--- config.mk ---
export PLATFORM = sky130hd
export DESIGN_NAME = seq_multi_func_alu
export DESIGN_NICKNAME = d
export VERILOG_FILES = /design/src/rtl/seq_multi_func_alu.sv
export SDC_FILE = /design/constraint.sdc
export NUM_CORES = 1
export LEC_CHECK = 0
export BUFFER_PORTS_ARGS = -buffer_cell sky130_fd_sc_hd__buf_2
export CORE_MARGIN = 5
export CORE_UTILIZATION = 50
export CTS_BUF_LIST = sky130_fd_sc_hd__clkbuf_8
export CTS_CLUSTER_DIAMETER = 120
export DETAILED_ROUTE_END_ITERATION = 8
export GPL_TIMING_DRIVEN = 0
export PLACE_DENSITY = 0.84
export SETUP_SLACK_MARGIN = 0.02
export SKIP_CTS_REPAIR_TIMING = 1
export SLEW_MARGIN = 20
export SYNTH_ARGS = -nofsm -noshare
export SYNTH_HDL_FRONTEND = slang
export SYNTH_SLANG_ARGS = --single-unit
--- constraint.sdc ---
create_clock -name SALU_clk -period 3.5 [get_ports SALU_clk]
set_input_delay 0.7 -clock SALU_clk [delete_from_list [all_inputs] [get_ports SALU_clk]]
set_output_delay 0.7 -clock SALU_clk [all_outputs]
set_load 0.01 [all_outputs]
--- src/rtl/seq_multi_func_alu.sv ---
// Handshaked multi-function ALU: single-cycle logic/add/sub/sltu, iterative SLL and MUL.
// Define SEQ_MULTI_FUNC_ALU_MUL_EN to build the shift-add multiplier (opcode 1000); otherwise 1000 is illegal.
module seq_multi_func_alu #(
  parameter int WIDTH = 32
) (
  input  logic             SALU_clk,
  input  logic             SALU_rst,
  input  logic             SALU_in_valid,
  output logic             SALU_in_ready,
  input  logic [3:0]       SALU_op,
  input  logic [WIDTH-1:0] SALU_data_A,
  input  logic [WIDTH-1:0] SALU_data_B,
  output logic             SALU_out_valid,
  input  logic             SALU_out_ready,
  output logic [WIDTH-1:0] SALU_result,
  output logic             SALU_zero_flag,
  output logic             SALU_carry_flag,
  output logic             SALU_overflow_flag,
  output logic             SALU_illegal_flag
);

  localparam int SHW = $clog2(WIDTH);
  localparam int CW  = SHW + 1;

  localparam logic [3:0] OP_AND  = 4'b0000;
  localparam logic [3:0] OP_OR   = 4'b0001;
  localparam logic [3:0] OP_XOR  = 4'b0010;
  localparam logic [3:0] OP_NOR  = 4'b0011;
  localparam logic [3:0] OP_ADD  = 4'b0100;
  localparam logic [3:0] OP_SUB  = 4'b0101;
  localparam logic [3:0] OP_SLTU = 4'b0110;
  localparam logic [3:0] OP_SLL  = 4'b0111;
  localparam logic [3:0] OP_MUL  = 4'b1000;

  typedef enum logic [1:0] {IDLE, BUSY, DONE} state_t;

  // Handshake: a transfer happens on a rising edge where valid and ready are both 1.
  // Input side is ready only in IDLE; output side is valid only in DONE and pops on out_ready.
  state_t           state_q, state_d;
  logic [3:0]       op_q;
  logic [WIDTH-1:0] a_q, b_q;
  logic [CW-1:0]    cnt_q, start_cnt;
  logic [WIDTH-1:0] result_q, res_d;
  logic             zero_q, carry_q, ovf_q, ill_q;
  logic             zero_d, carry_d, ovf_d, ill_d;
  logic [WIDTH:0]   sum;
  logic [WIDTH-1:0] diff;
`ifdef SEQ_MULTI_FUNC_ALU_MUL_EN
  logic [WIDTH-1:0] acc_q;
`endif

  always_comb begin
    start_cnt = '0;
    if (SALU_op == OP_SLL) start_cnt = {1'b0, SALU_data_A[SHW-1:0]};
`ifdef SEQ_MULTI_FUNC_ALU_MUL_EN
    if (SALU_op == OP_MUL) start_cnt = CW'(WIDTH);
`endif
  end

  always_comb begin
    state_d = state_q;
    case (state_q)
      IDLE:    if (SALU_in_valid) state_d = BUSY;
      BUSY:    if (cnt_q == '0) state_d = DONE;
      DONE:    if (SALU_out_ready) state_d = IDLE;
      default: state_d = IDLE;
    endcase
  end

  // Result and flags of the latched operation; sampled when the counter has run out.
  always_comb begin
    sum     = {1'b0, a_q} + {1'b0, b_q};
    diff    = a_q - b_q;
    res_d   = '0;
    carry_d = 1'b0;
    ovf_d   = 1'b0;
    ill_d   = 1'b0;
    case (op_q)
      OP_AND:  res_d = a_q & b_q;
      OP_OR:   res_d = a_q | b_q;
      OP_XOR:  res_d = a_q ^ b_q;
      OP_NOR:  res_d = ~(a_q | b_q);
      OP_ADD: begin
        res_d   = sum[WIDTH-1:0];
        carry_d = sum[WIDTH];
        ovf_d   = (a_q[WIDTH-1] == b_q[WIDTH-1]) && (sum[WIDTH-1] != a_q[WIDTH-1]);
      end
      OP_SUB: begin
        res_d   = diff;
        carry_d = a_q < b_q;
        ovf_d   = (a_q[WIDTH-1] != b_q[WIDTH-1]) && (diff[WIDTH-1] != a_q[WIDTH-1]);
      end
      OP_SLTU: res_d = {{(WIDTH-1){1'b0}}, a_q < b_q};
      OP_SLL:  res_d = b_q;
`ifdef SEQ_MULTI_FUNC_ALU_MUL_EN
      OP_MUL:  res_d = acc_q;
`endif
      default: ill_d = 1'b1;
    endcase
    zero_d = !ill_d && (res_d == '0);
  end

  always_ff @(posedge SALU_clk) begin
    if (SALU_rst) begin
      state_q  <= IDLE;
      op_q     <= '0;
      a_q      <= '0;
      b_q      <= '0;
      cnt_q    <= '0;
      result_q <= '0;
      zero_q   <= 1'b0;
      carry_q  <= 1'b0;
      ovf_q    <= 1'b0;
      ill_q    <= 1'b0;
`ifdef SEQ_MULTI_FUNC_ALU_MUL_EN
      acc_q    <= '0;
`endif
    end else begin
      state_q <= state_d;
      case (state_q)
        IDLE: if (SALU_in_valid) begin
          op_q  <= SALU_op;
          a_q   <= SALU_data_A;
          b_q   <= SALU_data_B;
          cnt_q <= start_cnt;
`ifdef SEQ_MULTI_FUNC_ALU_MUL_EN
          acc_q <= '0;
`endif
        end
        BUSY: if (cnt_q != '0) begin
          cnt_q <= cnt_q - CW'(1);
          // SLL shifts B in place; MUL walks B as multiplier while A doubles as multiplicand.
          if (op_q == OP_SLL) begin
            b_q <= b_q << 1;
          end
`ifdef SEQ_MULTI_FUNC_ALU_MUL_EN
          else if (op_q == OP_MUL) begin
            if (b_q[0]) acc_q <= acc_q + a_q;
            a_q <= a_q << 1;
            b_q <= b_q >> 1;
          end
`endif
        end else begin
          result_q <= res_d;
          zero_q   <= zero_d;
          carry_q  <= carry_d;
          ovf_q    <= ovf_d;
          ill_q    <= ill_d;
        end
        default: ;
      endcase
    end
  end

  assign SALU_in_ready      = (state_q == IDLE);
  assign SALU_out_valid     = (state_q == DONE);
  assign SALU_result        = result_q;
  assign SALU_zero_flag     = zero_q;
  assign SALU_carry_flag    = carry_q;
  assign SALU_overflow_flag = ovf_q;
  assign SALU_illegal_flag  = ill_q;

endmodule

==> results of run 1 <==
## metal layers
layer / wire length [um] / part of all wire / GRT usage
met1: 18400 / 0.40 / 0.469
met2: 20000 / 0.44 / 0.581
met3: 4630 / 0.10 / 0.0818
met4: 2930 / 0.064 / 0.202
met5: 0 / 0 / 0
## critical path: stages, from the launching register on
cell      delay [ps]
dfxtp_1          370
buf_2            310
or2_1            150
clkbuf_1         330
clkbuf_1         660
o21ai_0          190
nor2_1           210
mux2i_1          120
a211oi_2         450
or4b_4           540
nor4_4           250
nand4_1          140
nand2_1           90
## layout make-up
class	instances	area, um2
Sequential cell	112	2280
Fill cell	2023	8620
Timing Repair Buffer	126	687
Clock buffer	9	124
Multi-Input combinational cell	1160	7890
Buffer	99	467
Clock inverter	7	93.8
Inverter	100	379
Tap cell	275	344
## state kept, by name, indices dropped and copies added (netlist names)
signal,flops
SALU_carry_flag,1
SALU_illegal_flag,1
SALU_overflow_flag,1
SALU_result,32
SALU_zero_flag,1
a_q,32
b_q,32
cnt_q,6
op_q,4
state_q,2
## kinds of logic after synthesis
| kind of cell | share of synthesized area |
|---|---|
| AO/OA/AOI/OAI | 0.306 |
| XOR/XNOR | 0.0349 |
| adder cells (fa/ha/maj) | 0.127 |
| buffers and inverters | 0.0778 |
| flip-flops | 0.213 |
| multiplexers | 0.0202 |
| AND/OR/NAND/NOR | 0.221 |
## synthesized netlist by cell type, types with 4 or more instances
cell         n  area [um2]
a211o_1      5        43.8
a211oi_1    37         278
a21o_1      12        90.1
a21oi_1    132         661
a221o_1      6        60.1
a221oi_1     7        61.3
a222oi_1     5        50.1
a22o_1       5        43.8
a22oi_1     25         188
a311oi_1    34         298
a31oi_1      9        56.3
and2_1       6        37.5
and3_1       5        31.3
buf_2       19        95.1
buf_4        4        30.0
clkbuf_1    73         274
dfxtp_1    112        2240
ha_1       104        1300
inv_1       96         360
mux2i_1     19         190
nand2_1    228         856
nand2b_1    10        62.6
nand3_1     17        85.1
nand4_1     15        93.8
nor2_1     152         571
nor2b_1     12        75.1
nor3_1      28         140
nor4_1      21         131
o2111ai_1    5        43.8
o211a_1      7        70.1
o211ai_1    17         128
o21a_1       8        60.1
o21ai_0     55         275
o21ai_1      5        25.0
o21bai_1    10        75.1
o221ai_1     7        61.3
o22ai_1     12        75.1
o31ai_1     14         105
or2_2        7        43.8
or3_1        6        37.5
xnor2_1     32         280
xor2_1      10        87.6
## power groups by stage
| stage | clock network (W) | logic (W) | registers, W |
|---|---|---|---|
| after global routing | 0.000966 | 0.00380 | 0.00171 |
| final | 0.000928 | 0.00356 | 0.00169 |
| after detailed placement | 0 | 0.00317 | 0.00170 |
| after floorplan | 0 | 0.00212 | 0.00167 |
| after CTS | 0.000923 | 0.00319 | 0.00167 |
| after global placement | 0 | 0.00313 | 0.00169 |
## how the worst max path moves through the flow
stage,end,slack [ps],cells past startpoint
finish,SALU_zero_flag$_SDFFE_PP0P_,-370,12
detailed placement,SALU_zero_flag$_SDFFE_PP0P_,-780,14
CTS,SALU_zero_flag$_SDFFE_PP0P_,-850,14
global route,SALU_zero_flag$_SDFFE_PP0P_,-380,13
global placement,SALU_zero_flag$_SDFFE_PP0P_,-830,14
floorplan,SALU_zero_flag$_SDFFE_PP0P_,250,14
## metrics by stage
| stage | total power (W) | hold WS [ps] |
|---|---|---|
| global placement | 0.00482 | 439 |
| CTS | 0.00578 | 459 |
| detailed placement | 0.00487 | 442 |
| finish | 0.00617 | 458 |
| floorplan | 0.00378 | 454 |
| global route | 0.00648 | 478 |
==> results.md, run 1 <==
- R2R Path End: SALU_zero_flag$_SDFFE_PP0P_
- Crit path kind: reg -> reg
- Critical Path Start: op_q[3]$_SDFFE_PP0P_
- Fraction of registers with async set or reset after synthesis: 0
- Synth warn: 0
- Clk buf depth: 2
- P per Cell Area: 503 mW/mm2
- Hold Path Stages: 3
- CTS buffer count: 9
- Pin count of the biggest net entering global routing: 25
- Initial Util: 0.505
- N_diodes: 0
- Period utilisation layout: 1.11
- Data arrival time of the worst path: 4250 ps
- Routed wire length: 45,900 um
- I/O pin count: 110
- R2R Path Start: op_q[3]$_SDFFE_PP0P_
- Pre-antenna DRT Iters: 8
- Sequential share of power: 0.273
- Sw Share: 0.513
- Fin Clk Skew: 24.0 ps
- Final hold vios: 0
- Post-synth cell types: 92
- Finished Cell Area: 0.0123 mm2
- Worst-Skew Late Latency: 440 ps
- Slew HR: 0.275
- Vias per inst: 6.50
- Die X: 155 um
- Buffers on Ports: 108
- Startpoint types: flop
- CTS H-Tree Depth: 3
- DIE AREA: 0.0241 mm2
- Post-synth EDFFs: 0
- Failing checks: setup timing
- Non-Filler Instances: 1,888
- Fin crit period: 3870 ps
- Synth Instances: 1,474
- Syn nets: 1,652
- Req. time, crit path: 3880 ps
- Crit end category: flop
- Status: complete, but fails checks
- Core area: 0.0209 mm2
- Commonest cells after routing, fill and taps aside: nand2_1 (228), nor2_1 (148), a21oi_1 (120), buf_2 (120), ha_1 (99)
- FF+latch count, synth: 112
- Clock power share: 0.150
- Root Buffer: clkbuf_8
- Flop2flop setup slack: -370 ps
- Slew Limit Fails: 0
- Die height: 155 um
- CTS sink cnt: 112
- Post-Place Cells: 1,859
- Worst r2r path cells: 12
- Initial antenna violation count: 0
- # nets final: 1,786
- Slew @ Worst Pin: 1080 ps
- Grt ovf: 0
- Row count: 53
- Setup tns final: -489 ps
- NetSw: 0.00317 W
- Mean Syn Cell Area: 7.15 um2
- Most common cell after layout, fill and taps aside: nand2_1
- Final HPWL DP: 35,100 um
- Share of post-route cells with drive strength above 1: 0.182
- Via count: 12,300
- Total track usage: 0.369
- Vias in the first global route: 11,600
- CP max FO: 10
- P_leak: 4.90 nW
- Maximum VDD drop: 295 uV
- Gp weighted congestion: 1.04
- Worst hold endpoint: a_q[13]$_SDFFE_PP0P_
- Combinational share of power: 0.576
- Drt initial violations: 1,479
- Top_reg_cell synth: dfxtp_1
- Pint: 0.00300 W
- Worst Hold Launch: SALU_data_A[13]
- RSZ-0062 raised after global routing: true
- Max Cap Viol: 0
- Final core occ: 0.587
- DRC errors left: 0
- Syn Std Cell Area: 0.0105 mm2
- CTS tree: built
- Area grow syn2layout: 16.4%
- First-pass GRT wire length: 68,800 um
- Sequential-to-total area share from yosys stat: 0.213
- Final Setup Violations: 3
- WL/cell: 24.3 um
- Placed cell areas: 0.0115 mm2
- Pre-CTS setup slack: -784 ps
- Antenna Violating Nets Remaining: 0
- Maximum clock rate: 258 MHz
- Tightest Hold Check Type: in -> reg
- Clock-pin slew of the registers on the worst-case setup and hold paths: 150 ps
- Fin worst setup slack: -369 ps
Power figures use the tool's default switching activity.
==> run 2: changes to the inputs <==
--- a/config.mk
+++ b/config.mk
@@ -7,12 +7,11 @@
 export LEC_CHECK = 0
 export BUFFER_PORTS_ARGS = -buffer_cell sky130_fd_sc_hd__buf_2
 export CORE_MARGIN = 5
-export CORE_UTILIZATION = 50
-export CTS_BUF_LIST = sky130_fd_sc_hd__clkbuf_8
+export CORE_UTILIZATION = 35
 export CTS_CLUSTER_DIAMETER = 120
 export DETAILED_ROUTE_END_ITERATION = 8
 export GPL_TIMING_DRIVEN = 0
-export PLACE_DENSITY = 0.84
+export PLACE_DENSITY = 0.66
 export SETUP_SLACK_MARGIN = 0.02
 export SKIP_CTS_REPAIR_TIMING = 1
 export SLEW_MARGIN = 20
==> results.md, run 2 (synthesis results as in run 1) <==
- Status: complete, but fails checks
- Failing checks: setup timing
- Row count: 63
- CTS buffer count: 9
- Final hold vios: 0
- Vias in the first global route: 11,600
- N_diodes: 0
- Commonest cells after routing, fill and taps aside: nand2_1 (228), nor2_1 (149), buf_2 (125), a21oi_1 (120), ha_1 (101)
- Multi-input logic area: 0.00788 mm2
- Critical Path Stages: 13
- Most common cell after layout, fill and taps aside: nand2_1
- Critical Path Start: op_q[3]$_SDFFE_PP0P_
- Fin worst setup slack: -427 ps
- CP Buf/Inv Count: 4
- Tightest Hold Check Type: reg -> reg
- Clk buf depth: 2
- Data arrival time of the worst path: 4260 ps
- I/O pin count: 110
- Drt initial violations: 1,248
- Fillers: 3,156
- First-pass GRT wire length: 70,600 um
- Fin Clk Skew: 20.5 ps
- Slew @ Worst Pin: 1120 ps
- Pin count of the biggest net entering global routing: 24
- # nets final: 1,781
- Root Buffer: clkbuf_16
- R2R Path Start: op_q[3]$_SDFFE_PP0P_
- Slew Limit Fails: 0
- GR peak layer: met2
- Cell family with most CP delay: buffers and inverters
- Via count: 12,000
- Crit-path cells: buf_2, or2_1, clkbuf_1, buf_1, o21ai_0, nor2_1, mux2i_1, a211oi_2, buf_4, or4b_1, nor4_4, nand4_1, nand2_1
- P_leak: 4.91 nW
- Slew HR: 0.252
- FF/Latch Area: 0.00227 mm2
- GR Util met2: 0.439
- Final Setup Violations: 2
- Maximum VDD drop: 335 uV
- Req. time, crit path: 3830 ps
- Worst-Skew Late Latency: 400 ps
- GR Layer Usage met1: 0.361
- CTS tree: built
- Fin crit period: 3930 ps
- Maximum clock rate: 255 MHz
- Grt ovf: 0
- Global Route met3 Usage: 0.0414
- Die X: 184 um
- Final HPWL DP: 36,900 um
- Finished Cell Area: 0.0124 mm2
- Core area: 0.0297 mm2
- Period utilisation layout: 1.12
- RSZ-0062 raised after global routing: true
- Share of post-route cells with drive strength above 1: 0.169
- Flop2flop setup slack: -430 ps
- Crit end category: flop
- Crit path to: SALU_zero_flag$_SDFFE_PP0P_
- Gp weighted congestion: 1.01
- Routed wire length: 47,300 um
- Startpoint types: flop
- Slowest CP cell: buf_1
- P per Cell Area: 510 mW/mm2
- Initial antenna violation count: 1
- Crit path kind: reg -> reg
- Total track usage: 0.271
- Worst r2r path cells: 13
- Placed cell areas: 0.0116 mm2
- Max Cap Viol: 0
- Buffers on Ports: 108
- Pre-antenna DRT Iters: 5
- Clock-pin slew of the registers on the worst-case setup and hold paths: 100 ps
- Initial Util: 0.355
- DRC errors left: 0
- Max incr delay on CP: 760 ps
- Antenna Violating Nets Remaining: 0
- Vias per inst: 6.01
- CTS H-Tree Depth: 3
- Area grow syn2layout: 17.9%
- WL/cell: 23.7 um
- Pwr Total: 0.00634 W
- DIE AREA: 0.0337 mm2
- CTS sink cnt: 112
- CP max FO: 10
- R2R Path End: SALU_zero_flag$_SDFFE_PP0P_
- Die height: 184 um
run 2: cell count changes in the layout (fill, tap and decap cells not counted), moves of 4 or more:
cell,change
clkbuf_16,+9
clkbuf_8,-9
dfxtp_1,+8
dfxtp_2,-7
buf_2,+5
buf_4,-4
clkbuf_4,-4
run 2: how the worst min path moves through the flow:
stage | startpoint | to | slack, ps | cells past startpoint
finish | SALU_result[21]$_SDFFE_PP0P_ | SALU_result[21]$_SDFFE_PP0P_ | 460 | 2
global route | SALU_result[21]$_SDFFE_PP0P_ | SALU_result[21]$_SDFFE_PP0P_ | 480 | 2
CTS | SALU_result[21]$_SDFFE_PP0P_ | SALU_result[21]$_SDFFE_PP0P_ | 460 | 2
detailed placement | SALU_result[21]$_SDFFE_PP0P_ | SALU_result[21]$_SDFFE_PP0P_ | 450 | 2
global placement | SALU_result[21]$_SDFFE_PP0P_ | SALU_result[21]$_SDFFE_PP0P_ | 440 | 2
floorplan | a_q[0]$_SDFFE_PP0P_ | a_q[0]$_SDFFE_PP0P_ | 450 | 2
run 2: metrics by stage:
| stage | util | hold slack [ps] | setup WS [ps] | cells | setup TNS (ps) |
|---|---|---|---|---|---|
| global route | 0.418 | 479 | -443 | 1998 | -614 |
| finish | 0.418 | 459 | -427 | 1998 | -437 |
| floorplan | - | 454 | 254 | 1474 | 0 |
| detailed placement | 0.391 | 448 | -684 | 1974 | -4090 |
| CTS | 0.401 | 460 | -711 | 1990 | -4590 |
| global placement | 0.389 | 440 | -672 | 1972 | -19890 |
run 2: worst reg2reg max path, cell delays in order, from the launching register on:
cell and delay (ps):
dfxtp_1 340, buf_2 290, or2_1 150, clkbuf_1 300
buf_1 760, o21ai_0 210, nor2_1 220, mux2i_1 120
a211oi_2 200, buf_4 170, or4b_1 500, nor4_4 350
nand4_1 150, nand2_1 100
run 2: final cells by class:
type	instances	share of cell area
Inverter	100	0.0304
Timing Repair Buffer	121	0.0520
Tap cell	390	0.0393
Clock buffer	9	0.0181
Sequential cell	112	0.182
Multi-Input combinational cell	1160	0.634
Clock inverter	7	0.00715
Buffer	99	0.0367
run 2: routing by layer:
| layer | vias up | part of all wire |
|---|---|---|
| li1 | 5544 | - |
| met1 | 5777 | 0.42 |
| met2 | 564 | 0.45 |
| met3 | 117 | 0.081 |
| met4 | 2 | 0.045 |
| met5 | - | 0.00027 |
run 2: power breakdown:
part | total, W | internal, W | switching (W)
logic | 0.00349 | 0.00119 | 0.00230
registers | 0.00168 | 0.00147 | 0.000214
clock network | 0.00117 | 0.000521 | 0.000645
total | 0.00634 | 0.00318 | 0.00316
